### config.mk
export PLATFORM = sky130hd
export DESIGN_NAME = rf_wb_bank_scheduler
export DESIGN_NICKNAME = d
export VERILOG_FILES = /design/src/rtl/rf_wb_bank_scheduler.sv
export SDC_FILE = /design/constraint.sdc
export NUM_CORES = 1
export LEC_CHECK = 0
export ABC_AREA = 1
export BUFFER_PORTS_ARGS = -buffer_cell sky130_fd_sc_hd__buf_2
export CAP_MARGIN = 15
export CORE_AREA = 4 4 164 324
export CTS_CLUSTER_DIAMETER = 80
export DETAILED_ROUTE_END_ITERATION = 10
export DIE_AREA = 0 0 168 328
export RECOVER_POWER = 50
export SLEW_MARGIN = 20
export SYNTH_ARGS = -nofsm -noshare
export SYNTH_HDL_FRONTEND = slang
export SYNTH_SLANG_ARGS = --single-unit
### constraint.sdc
create_clock -name clk -period 5.9 [get_ports clk]
set_input_delay 0.59 -clock clk [delete_from_list [all_inputs] [get_ports clk]]
set_output_delay 0.59 -clock clk [all_outputs]
set_load 0.05 [all_outputs]
### src/rtl/rf_wb_bank_scheduler.sv
// Write-back scheduler for a 2-bank (even/odd) 4R2W register file.
// Up to two write-back requests per cycle are steered to their bank by addr[0].
// A request is written the same cycle when its bank has no backlog. Same-bank
// collisions are queued in a per-bank FIFO that drains one entry per cycle.
// Reads that hit a queued, not-yet-written register are flagged busy. After
// reset, write-backs are held off for INIT_CYCLES cycles.
// Ports:
//   clk, rst_n                      clock, synchronous active-low reset
//   wb{0,1}_valid_i/addr_i/data_i   write-back requests (wb0 older than wb1)
//   wb_ready_o                      shared ready, taken from registered state only
//   ra_i / rd_busy_o                four read addresses / their RAW-hazard flags
//   rf_we{0,1}_o/wa/wd              even-bank and odd-bank write ports
//   init_busy_o                     high during reset and the init window
module rf_wb_bank_scheduler #(
  parameter int unsigned WIDTH       = 32,
  parameter int unsigned DEPTH       = 4,
  parameter int unsigned INIT_CYCLES = 16
) (
  input  logic                 clk,
  input  logic                 rst_n,
  input  logic                 wb0_valid_i,
  input  logic [4:0]           wb0_addr_i,
  input  logic [WIDTH-1:0]     wb0_data_i,
  input  logic                 wb1_valid_i,
  input  logic [4:0]           wb1_addr_i,
  input  logic [WIDTH-1:0]     wb1_data_i,
  output logic                 wb_ready_o,
  input  logic [3:0][4:0]      ra_i,
  output logic [3:0]           rd_busy_o,
  output logic                 rf_we0_o,
  output logic [4:0]           rf_wa0_o,
  output logic [WIDTH-1:0]     rf_wd0_o,
  output logic                 rf_we1_o,
  output logic [4:0]           rf_wa1_o,
  output logic [WIDTH-1:0]     rf_wd1_o,
  output logic                 init_busy_o
);

  localparam int unsigned AW = $clog2(DEPTH);
  localparam int unsigned CW = $clog2(INIT_CYCLES + 1);

  typedef enum logic {StInit, StRun} state_e;

  state_e             state_q, state_d;
  logic [CW-1:0]      init_cnt_q, init_cnt_d;

  // Per-bank FIFO storage and pointers; index 0 = even bank, 1 = odd bank.
  logic [4:0]         fa_q [2][DEPTH];
  logic [WIDTH-1:0]   fd_q [2][DEPTH];
  logic [AW-1:0]      wp_q [2];
  logic [AW-1:0]      rp_q [2];
  logic [AW:0]        cnt_q [2];

  logic               fire0, fire1;
  logic [1:0]         we_b, pop_b;
  logic [1:0][4:0]    wa_b;
  logic [1:0][WIDTH-1:0] wd_b;
  logic [1:0][1:0]    push_n;
  logic [1:0][1:0][4:0]       pa;
  logic [1:0][1:0][WIDTH-1:0] pd;

  // Init sequencer
  always_comb begin
    state_d    = state_q;
    init_cnt_d = init_cnt_q;
    if (state_q == StInit) begin
      if (init_cnt_q == CW'(INIT_CYCLES - 1)) begin
        state_d = StRun;
      end else begin
        init_cnt_d = init_cnt_q + CW'(1);
      end
    end
  end

  assign init_busy_o = !rst_n || (state_q == StInit);

  // Two-deep headroom per bank guarantees any fire pattern fits without overflow.
  assign wb_ready_o = rst_n && (state_q == StRun) &&
                      (cnt_q[0] <= (AW+1)'(DEPTH - 2)) &&
                      (cnt_q[1] <= (AW+1)'(DEPTH - 2));

  // Requests to r0 are accepted but never written or queued.
  assign fire0 = wb0_valid_i && wb_ready_o && (wb0_addr_i != 5'd0);
  assign fire1 = wb1_valid_i && wb_ready_o && (wb1_addr_i != 5'd0);

  // Per-bank steering: head first, then wb0, then wb1.
  always_comb begin
    for (int b = 0; b < 2; b++) begin
      logic r0, r1;
      r0 = fire0 && (wb0_addr_i[0] == 1'(b));
      r1 = fire1 && (wb1_addr_i[0] == 1'(b));
      we_b[b]   = 1'b0;
      wa_b[b]   = '0;
      wd_b[b]   = '0;
      pop_b[b]  = 1'b0;
      push_n[b] = 2'd0;
      pa[b]     = '0;
      pd[b]     = '0;
      if (rst_n && (cnt_q[b] != '0)) begin
        we_b[b]  = 1'b1;
        wa_b[b]  = fa_q[b][rp_q[b]];
        wd_b[b]  = fd_q[b][rp_q[b]];
        pop_b[b] = 1'b1;
        if (r0) begin
          pa[b][0] = wb0_addr_i;
          pd[b][0] = wb0_data_i;
          if (r1) begin
            pa[b][1]  = wb1_addr_i;
            pd[b][1]  = wb1_data_i;
            push_n[b] = 2'd2;
          end else begin
            push_n[b] = 2'd1;
          end
        end else if (r1) begin
          pa[b][0]  = wb1_addr_i;
          pd[b][0]  = wb1_data_i;
          push_n[b] = 2'd1;
        end
      end else if (r0) begin
        we_b[b] = 1'b1;
        wa_b[b] = wb0_addr_i;
        wd_b[b] = wb0_data_i;
        if (r1) begin
          pa[b][0]  = wb1_addr_i;
          pd[b][0]  = wb1_data_i;
          push_n[b] = 2'd1;
        end
      end else if (r1) begin
        we_b[b] = 1'b1;
        wa_b[b] = wb1_addr_i;
        wd_b[b] = wb1_data_i;
      end
    end
  end

  assign rf_we0_o = we_b[0];
  assign rf_wa0_o = wa_b[0];
  assign rf_wd0_o = wd_b[0];
  assign rf_we1_o = we_b[1];
  assign rf_wa1_o = wa_b[1];
  assign rf_wd1_o = wd_b[1];

  // RAW hazard: any live FIFO entry (head included) in the read address's bank.
  always_comb begin
    rd_busy_o = '0;
    for (int k = 0; k < 4; k++) begin
      for (int i = 0; i < DEPTH; i++) begin
        if (rst_n && (ra_i[k] != 5'd0) &&
            ({1'b0, AW'(AW'(i) - rp_q[ra_i[k][0]])} < cnt_q[ra_i[k][0]]) &&
            (fa_q[ra_i[k][0]][i] == ra_i[k])) begin
          rd_busy_o[k] = 1'b1;
        end
      end
    end
  end

  always_ff @(posedge clk) begin
    if (!rst_n) begin
      state_q    <= StInit;
      init_cnt_q <= '0;
      for (int b = 0; b < 2; b++) begin
        wp_q[b]  <= '0;
        rp_q[b]  <= '0;
        cnt_q[b] <= '0;
      end
    end else begin
      state_q    <= state_d;
      init_cnt_q <= init_cnt_d;
      for (int b = 0; b < 2; b++) begin
        if (push_n[b] != 2'd0) begin
          fa_q[b][wp_q[b]] <= pa[b][0];
          fd_q[b][wp_q[b]] <= pd[b][0];
        end
        if (push_n[b] == 2'd2) begin
          fa_q[b][wp_q[b] + AW'(1)] <= pa[b][1];
          fd_q[b][wp_q[b] + AW'(1)] <= pd[b][1];
        end
        wp_q[b]  <= wp_q[b] + AW'(push_n[b]);
        rp_q[b]  <= rp_q[b] + AW'(pop_b[b]);
        cnt_q[b] <= cnt_q[b] + (AW+1)'(push_n[b]) - (AW+1)'(pop_b[b]);
      end
    end
  end

endmodule

# == After elaboration in Yosys (flattened, before gate mapping) ==
# Memories as Yosys holds them, arrays and structs flattened.
# Index checks and enable logic that the tools add are counted.
# classes
n_addsub,27
n_mul,0
n_div,0
n_lt_le_gt_ge,28
n_eq_ne,19
shifts,0
muxes,408
n_bitwise,312
reduce_logical,66
# op_table
op,n
$mux 32,20
$mux 128,4
$mux 1,335
$or 1x1->1,302
$demux 32 s2,4
$bmux 32 s2,2
$mux 5,20
$eq 5x5->1,16
$mux 20,4
$logic_and 1x1->1,53
$lt 2x3->1,16
$demux 5 s2,4
$reduce_bool 5->1,6
$mux 2,11
$bmux 5 s2,2
$ge 3x3->1 const B,6
$not 2->3,6
$sub 1x2->2 const A,8
$sub 2x2->2 const A,8
$lt 3x1->1 const B,4
$add 3x2->3,2
$le 3x2->1 const B,2
$mux 3,2
$reduce_bool 3->1,2
12 further kinds,21
# totals
reg_bits,6
latchBits,0
ramBits,310
mem_bits_ro,0
inputBits,98
output_inout_bits,82
word_cells,867
n_memories,5
# mem_list
memory,depth,width,read_ports,rd_ports_with_merged_regs,wr,line_no,text
fd_q,2,128,2,0,2,49,logic [WIDTH-1:0] fd_q [2][DEPTH];
fa_q,2,20,6,0,2,48,logic [4:0] fa_q [2][DEPTH];
cnt_q,2,3,6,0,2,52,logic [AW:0] cnt_q [2];
rp_q,2,2,6,0,2,51,logic [AW-1:0] rp_q [2];
wp_q,2,2,2,0,2,50,logic [AW-1:0] wp_q [2];

# == Logic depth before layout (Yosys ltp) ==
# Gate-level depths: netlist of the first run.
# An unclocked memory read counts as a cell.
# depth
ltp_word,15
depth_mapped,18
ltp_nobuf,17

# == Worst setup path before layout of the first run ==
# Ideal clock, no wire load.
# synth_path
path_type,input to register
startpoint,input port rst_n
endpoint,memory fa_q[1][5] in the netlist's numbering (enable)
setup_time_ns,0.487
t_arrival_ns,5.196
t_required_ns,5.413
path_slack_ns,0.217
cell_stages,12
n_path_buf,1
cell_sequence,nand2_1 -> inv_1 -> nand2_1 -> nor2_8 -> nand4_4 -> inv_2 -> buf_2 -> ha_1 -> inv_1 -> o21bai_1 -> nand2_1 -> o31ai_1
# synth_lines
item,line_no,text
from (decl),20,"input logic rst_n,"
to (decl),48,

# == Worst setup path after layout of the first run ==
# layout_path
startpoint,input port rst_n
endpoint,output port rf_wd0_o[12]
# layout_via
elab_chain_cells,9
elab_cells_between_ends,13
cone_classes,3 x mux; 10 x reduce/logical
# layout_rtl
item,line_no,text
$logic_and 1x1->1 (2 in a row),78,assign wb_ready_o = rst_n && (state_q == StRun) &&
$logic_and 1x1->1,79,(cnt_q[0] <= (AW+1)'(DEPTH - 2)) &&
$logic_and 1x1->1 (2 in a row),84,assign fire1 = wb1_valid_i && wb_ready_o && (wb1_addr_i != 5'd0);
$logic_and 1x1->1,91,r1 = fire1 && (wb1_addr_i[0] == 1'(b));
$mux 32,128,end else if (r1) begin
$mux 32,119,end else if (r0) begin
$mux 32 *,99,if (rst_n && (cnt_q[b] != '0)) begin
to (decl),32,"output logic [WIDTH-1:0] rf_wd0_o,"
# Mark *: on every way between the ends. The rest lies on a longest branch, timed or not.

==> impl_metrics.ini, run 1 <==
[global_routing]
grt.overflow.total = 0
grt_first_pass_wirelength_um = 131000
antenna_found_initial = 4
grt.total_usage_pct = 30.9
grt_pass1_vias = 22107
grt_max_degree = 83

[power_and_ir_drop]
power_mw = 7.64
ir_worst_vdd_mv = 0.258
p_per_area_mw_per_mm2 = 308
leakage_nw = 12.0

[yosys]
synth_compound_area_share_pct = 9.93
netlist_area_mm2 = 0.0226
yosysTopAreaCellShare_pct = 39.3
muxShareOfSynthArea_pct = 0
synthCells = 3277
yosysUniqueCellTypes = 44
synth_ff_type = edfxtp_1
ys.warnings.count = 0
netlist.top_cell.by_area = edfxtp_1
synthAdderAreaFrac_pct = 1.95
syn_avg_cell_area_um2 = 6.90
ys_seq_area_share_pct = 41.1
synth_edf_count = 296
yosys.area_share.simple_pct = 38.1
synthTopCellsByArea = edfxtp_1 39%, nand2_1 24%, o21ai_0 6.3%
synthTopCellsByCount = 1445 x nand2_1, 296 x edfxtp_1, 283 x o21ai_0, 265 x nor2_1, 249 x nand3_1
ys_ff_latch = 316
synth_top_family_by_area = simple AND/OR/NAND/NOR gates
yosysMostFrequentCell = nand2_1
synthXorXnorAreaFrac_pct = 1.74
async_flop_share_pct = 0

[route]
drtIter0Drc = 2043
firstDrtPassIters = 6
vias_per_cell = 5.76
via_count = 23075
postRouteAntennaNets = 0
drt-total-wl_um = 88500
wire_per_inst_um = 22.1
route.detailed.drc = 0

[place]
place_area_mm2 = 0.0239
port-buffer-count = 179
place_inst = 3945
gp_congestion = 0.947
dp_hpwl_um = 58000

[sta]
rsz0062_at_grt = no
max_freq_mhz = 200
setup_viol = 0
worst_slew_pin_slew_ps = 2640
clock_skew_ps = 35.7
drv_slew = 292
hold_viol = 0
timing.final.crit_share_pct = 84.6
fin_tns_setup_ps = 0
fin_crit_ps = 4990
slew_headroom_pct = -76.0

[finish]
drive_gt1_share_pct = 10.4
final-seq-area_mm2 = 0.00929
stdcell_area_mm2 = 0.0248
fin_nets = 3455
area_growth_pct = 9.94
stdcell_count = 4003
fill_cells = 5099
multi_input_comb_area_mm2 = 0.0117

[job]
maxCapViolCount = 6

[floorplan]
die_h_um = 328
ioPinCount = 180
rows = 117
start_util_pct = 44.5
die-area_mm2 = 0.0551
fp.dieW_um = 168
coreArea_mm2 = 0.0508

[setup_path]
crit_path_end_kind = primary output
path_delay_family = buffers and inverters
critPathRequiredTime_ps = 5310
cpMostUsedCell = nand2_1
cp-start-kind = input pin
cp_num_buf_inv = 5
cp_max_fo = 64
critical_path.cell_chain = clkbuf_1 -> inv_4 -> a31oi_4 -> inv_1 -> buf_12 -> nand2_1 -> nand2_1 -> buf_2
max_stage_delay_ps = 1900
slowest_stage = inv_1
critPathKind = in -> out
arrival_ps = 4400

[clock_tree]
cts_buffer_depth = 3
cts_hold_buf = 0
h-tree-depth = 1
ctsRootBufferMaster = clkbuf_16
cts_resized = 0
clock_sinks = 316
clk_pin_slew_ps = 70
clk_latency_ps = 620
post_cts.repair.setup_buffers = 0
cts_tree = built
cts_buffers = 30

[status]
outcome = finished, violations left
violations = capacitance limit, slew limit

[min_path]
hold_class = in -> reg
final timing paths:
check | startpoint | end | slack [ps] | depth (start not counted)
worst min-delay path | wb1_data_i[19] | fd_q[1][83]$_DFFE_PP_ | 320 | 3
worst max register to register | cnt_q[1][0]$_SDFF_PN0_ | fa_q[0][10]$_DFFE_PP_ | 1500 | 12
worst max-delay path | rst_n | rf_wd0_o[12] | 910 | 8
worst min register to register | init_cnt_q[3]$_SDFFE_PN0P_ | init_cnt_q[3]$_SDFFE_PN0P_ | 480 | 2
cells by family after synthesis:
kind of cell             count (synthesis)
other                                    1
AO/OA/AOI/OAI                          411
buffers and inverters                  406
XOR/XNOR                                45
flip-flops                             316
AND/OR/NAND/NOR                       2064
adder cells (fa/ha/maj)                 34
final cells by class:
type                            count  share of cell area (%)
Timing Repair Buffer              226                    4.98
Tap cell                          654                    3.29
Clock buffer                       42                    3.46
Inverter                          191                    2.90
Sequential cell                   316                    37.4
Multi-Input combinational cell   2558                    47.3
Clock inverter                     14                   0.710
Antenna cell                        2                  0.0201
flip-flops by register name (all words and copies together) (netlist names):
register and flops:
fd_q 256, state_q 1, wp_q 4, rp_q 4, cnt_q 6, init_cnt_q 5
fa_q 40
cells in the final DEF, fill, tap and decap left out, types with 32 or more instances in the layout:
master and instances:
edfxtp_1 296, nor4_2 36, inv_1 175, buf_4 39
ha_1 32, xor2_1 38, nand3_1 251, a21oi_1 32
nor2_1 272, o21ai_0 277, nand2_1 1444, buf_2 173
o22ai_1 66
report_power, final:
| part | internal, mW | leakage (nW) | total [mW] | switching, mW |
|---|---|---|---|---|
| registers | 2.44 | 3.24 | 2.51 | 0.0676 |
| clock network | 1.16 | 0.511 | 2.08 | 0.922 |
| logic | 0.691 | 8.28 | 3.06 | 2.37 |
| total | 4.29 | 12.0 | 7.64 | 3.36 |
routing by layer:
layer | vias up | track usage [%] | wire length (um)
li1 | 10771 | - | -
met1 | 10797 | 37.1 | 32200
met2 | 1233 | 53.6 | 43400
met3 | 274 | 4.07 | 7940
met4 | 0 | 16.1 | 4910
met5 | - | 0 | 0
per-stage QoR:
stage	util [%]	hold slack, ps	worst slack (ps)
2_1_floorplan	-	445	217
3_3_place_gp	47.0	470	1620
3_5_place_dp	47.0	484	1600
4_1_cts	49.1	308	1610
5_1_grt	48.9	330	721
6_report	48.9	324	906
worst reg2reg max path: cells and delay by family, from the launching register on:
kind,cells,cell delay [ps]
flops,1,540
fa+ha+maj,1,300
compound gates,1,360
simple gates,7,1190
buf+inv,3,1740
No activity file was read; power rests on OpenSTA's default activity.
==> run 2: changes to the inputs <==
==> constraint.sdc (replaced) <==
create_clock -name clk -period 4.3 [get_ports clk]
set_input_delay 0.43 -clock clk [delete_from_list [all_inputs] [get_ports clk]]
set_output_delay 0.43 -clock clk [all_outputs]
set_load 0.05 [all_outputs]
==> impl_metrics.ini, run 2 (synthesis results as in run 1) <==
[clock_tree]
cts_buffers = 30
post_cts.repair.setup_buffers = 0
clk_latency_ps = 620
cts_resized = 0
cts_buffer_depth = 3
cts_hold_buf = 0
clk_pin_slew_ps = 70
clock_sinks = 316
cts_tree = built
h-tree-depth = 1
ctsRootBufferMaster = clkbuf_16

[place]
place_ws_ps = 667
port-buffer-count = 179
gp_congestion = 0.939
place_area_mm2 = 0.0240
dp_hpwl_um = 58400

[global_routing]
grt_first_pass_wirelength_um = 132000
antenna_found_initial = 3
grt.overflow.total = 0
grt_max_degree = 83
grt_pass1_vias = 22402
grt.total_usage_pct = 30.9

[setup_path]
arrival_ps = 3440
worstReg2RegEnd = fd_q[0][98]$_DFFE_PP_
endpoint = rf_wd0_o[10]
critPathKind = reg -> out
cp_max_fo = 82
critPathRequiredTime_ps = 3870
r2r-start = cnt_q[1][2]$_SDFF_PN0_
critPathLaunch = rp_q[0][0]$_SDFF_PN0_
cp-start-kind = register
ff2ff_path_depth = 12
rrSetupSlack_ps = 430
crit_path_end_kind = primary output

[route]
route.detailed.drc = 0
via_count = 23206
firstDrtPassIters = 5
vias_per_cell = 5.78
postRouteAntennaNets = 0
wire_per_inst_um = 22.0
drtIter0Drc = 2274
drt-total-wl_um = 88300

[power_and_ir_drop]
p_per_area_mw_per_mm2 = 416
leakage_nw = 12.1
ir_worst_vdd_mv = 0.337

[sta]
rsz0062_at_grt = no
hold_slack_ps = 166
drv_slew = 159
max_freq_mhz = 258
clock_skew_ps = 29.6
worst_slew_pin_slew_ps = 1850
hold_viol = 0
slew_headroom_pct = -23.2
setup_viol = 0
fin_crit_ps = 3870
timing.final.crit_share_pct = 90.0
setup_ws_ps = 431

[floorplan]
die-area_mm2 = 0.0551
ioPinCount = 180
fp.dieW_um = 168
start_util_pct = 44.5
coreArea_mm2 = 0.0508
die_h_um = 328
rows = 117

[status]
violations = capacitance limit, slew limit
outcome = finished, violations left

[finish]
drive_gt1_share_pct = 10.7
fin_nets = 3464
largest_register_ffs = 256
utilization_pct = 49.0
layout_commonest_cell = nand2_1
stdcell_area_mm2 = 0.0249
final_cell_mix = 1445 x nand2_1, 296 x edfxtp_1, 276 x o21ai_0
area_growth_pct = 10.1
fill_cells = 5115

[job]
maxCapViolCount = 3

[min_path]
hold_class = in -> reg
==> run 2: cell count changes in the layout (fill, tap and decap cells not counted), moves of 3 or more <==
cell	before	now
buf_4	39	44
clkbuf_8	4	1
buf_2	173	177
clkinv_2	4	9
buf_12	1	5
diode_2	2	5
==> run 2: how the worst min path moves through the flow <==
stage                                     startpoint                          to  slack (ps)  cells past startpoint
final                                 wb1_data_i[17]      fd_q[1][113]$_DFFE_PP_         170                      3
after global routing                  wb1_data_i[22]       fd_q[1][86]$_DFFE_PP_         180                      3
after CTS                              wb1_data_i[7]        fd_q[1][7]$_DFFE_PP_         150                      3
after detailed placement  init_cnt_q[3]$_SDFFE_PN0P_  init_cnt_q[3]$_SDFFE_PN0P_         480                      2
after global placement    init_cnt_q[3]$_SDFFE_PN0P_  init_cnt_q[3]$_SDFFE_PN0P_         460                      2
after floorplan           init_cnt_q[3]$_SDFFE_PN0P_  init_cnt_q[3]$_SDFFE_PN0P_         450                      2
==> run 2: layout make-up <==
| class | instances | area, um2 | share of cell area [%] |
|---|---|---|---|
| sequential | 316 | 9290 | 37.3 |
| multi-input combinational | 2558 | 11700 | 47.1 |
| tap | 654 | 818 | 3.29 |
| inverter | 191 | 722 | 2.90 |
| timing repair buffer | 235 | 1360 | 5.46 |
| clock buffer | 38 | 791 | 3.18 |
| clock inverter | 17 | 168 | 0.674 |
| antenna | 5 | 12.5 | 0.0503 |
==> run 2: per-layer routing <==
layer  track usage, %  up-vias  share of wire (%)
met5                0        -                  0
met4             17.0        0                5.7
met3             3.64      304                8.4
met2             53.0     1233                 49
met1             37.5    10862                 36
li1                 -    10807                  -
==> run 2: power breakdown <==
group	switching (mW)	leakage, nW	internal, mW
sequential	0.0790	3.24	3.35
clock	1.26	0.472	1.43
combinational	3.26	8.36	0.972
==> run 2: stage by stage <==
step                setup TNS (ps)  std cells  power [mW]
detailed placement               0       3954        7.70
finish                           0       4014        10.3
global route                     0       4010        10.8
global placement                 0       3954        7.67
floorplan                  -130540       3280        6.44
CTS                              0       4009        10.4
==> run 2: worst max-delay path: stages, from the launching register on <==
cell	delay, ps
dfxtp_1	340
clkbuf_2	1280
o21ai_0	270
o22ai_1	260
nand2_1	90
nand2_1	190
buf_2	300
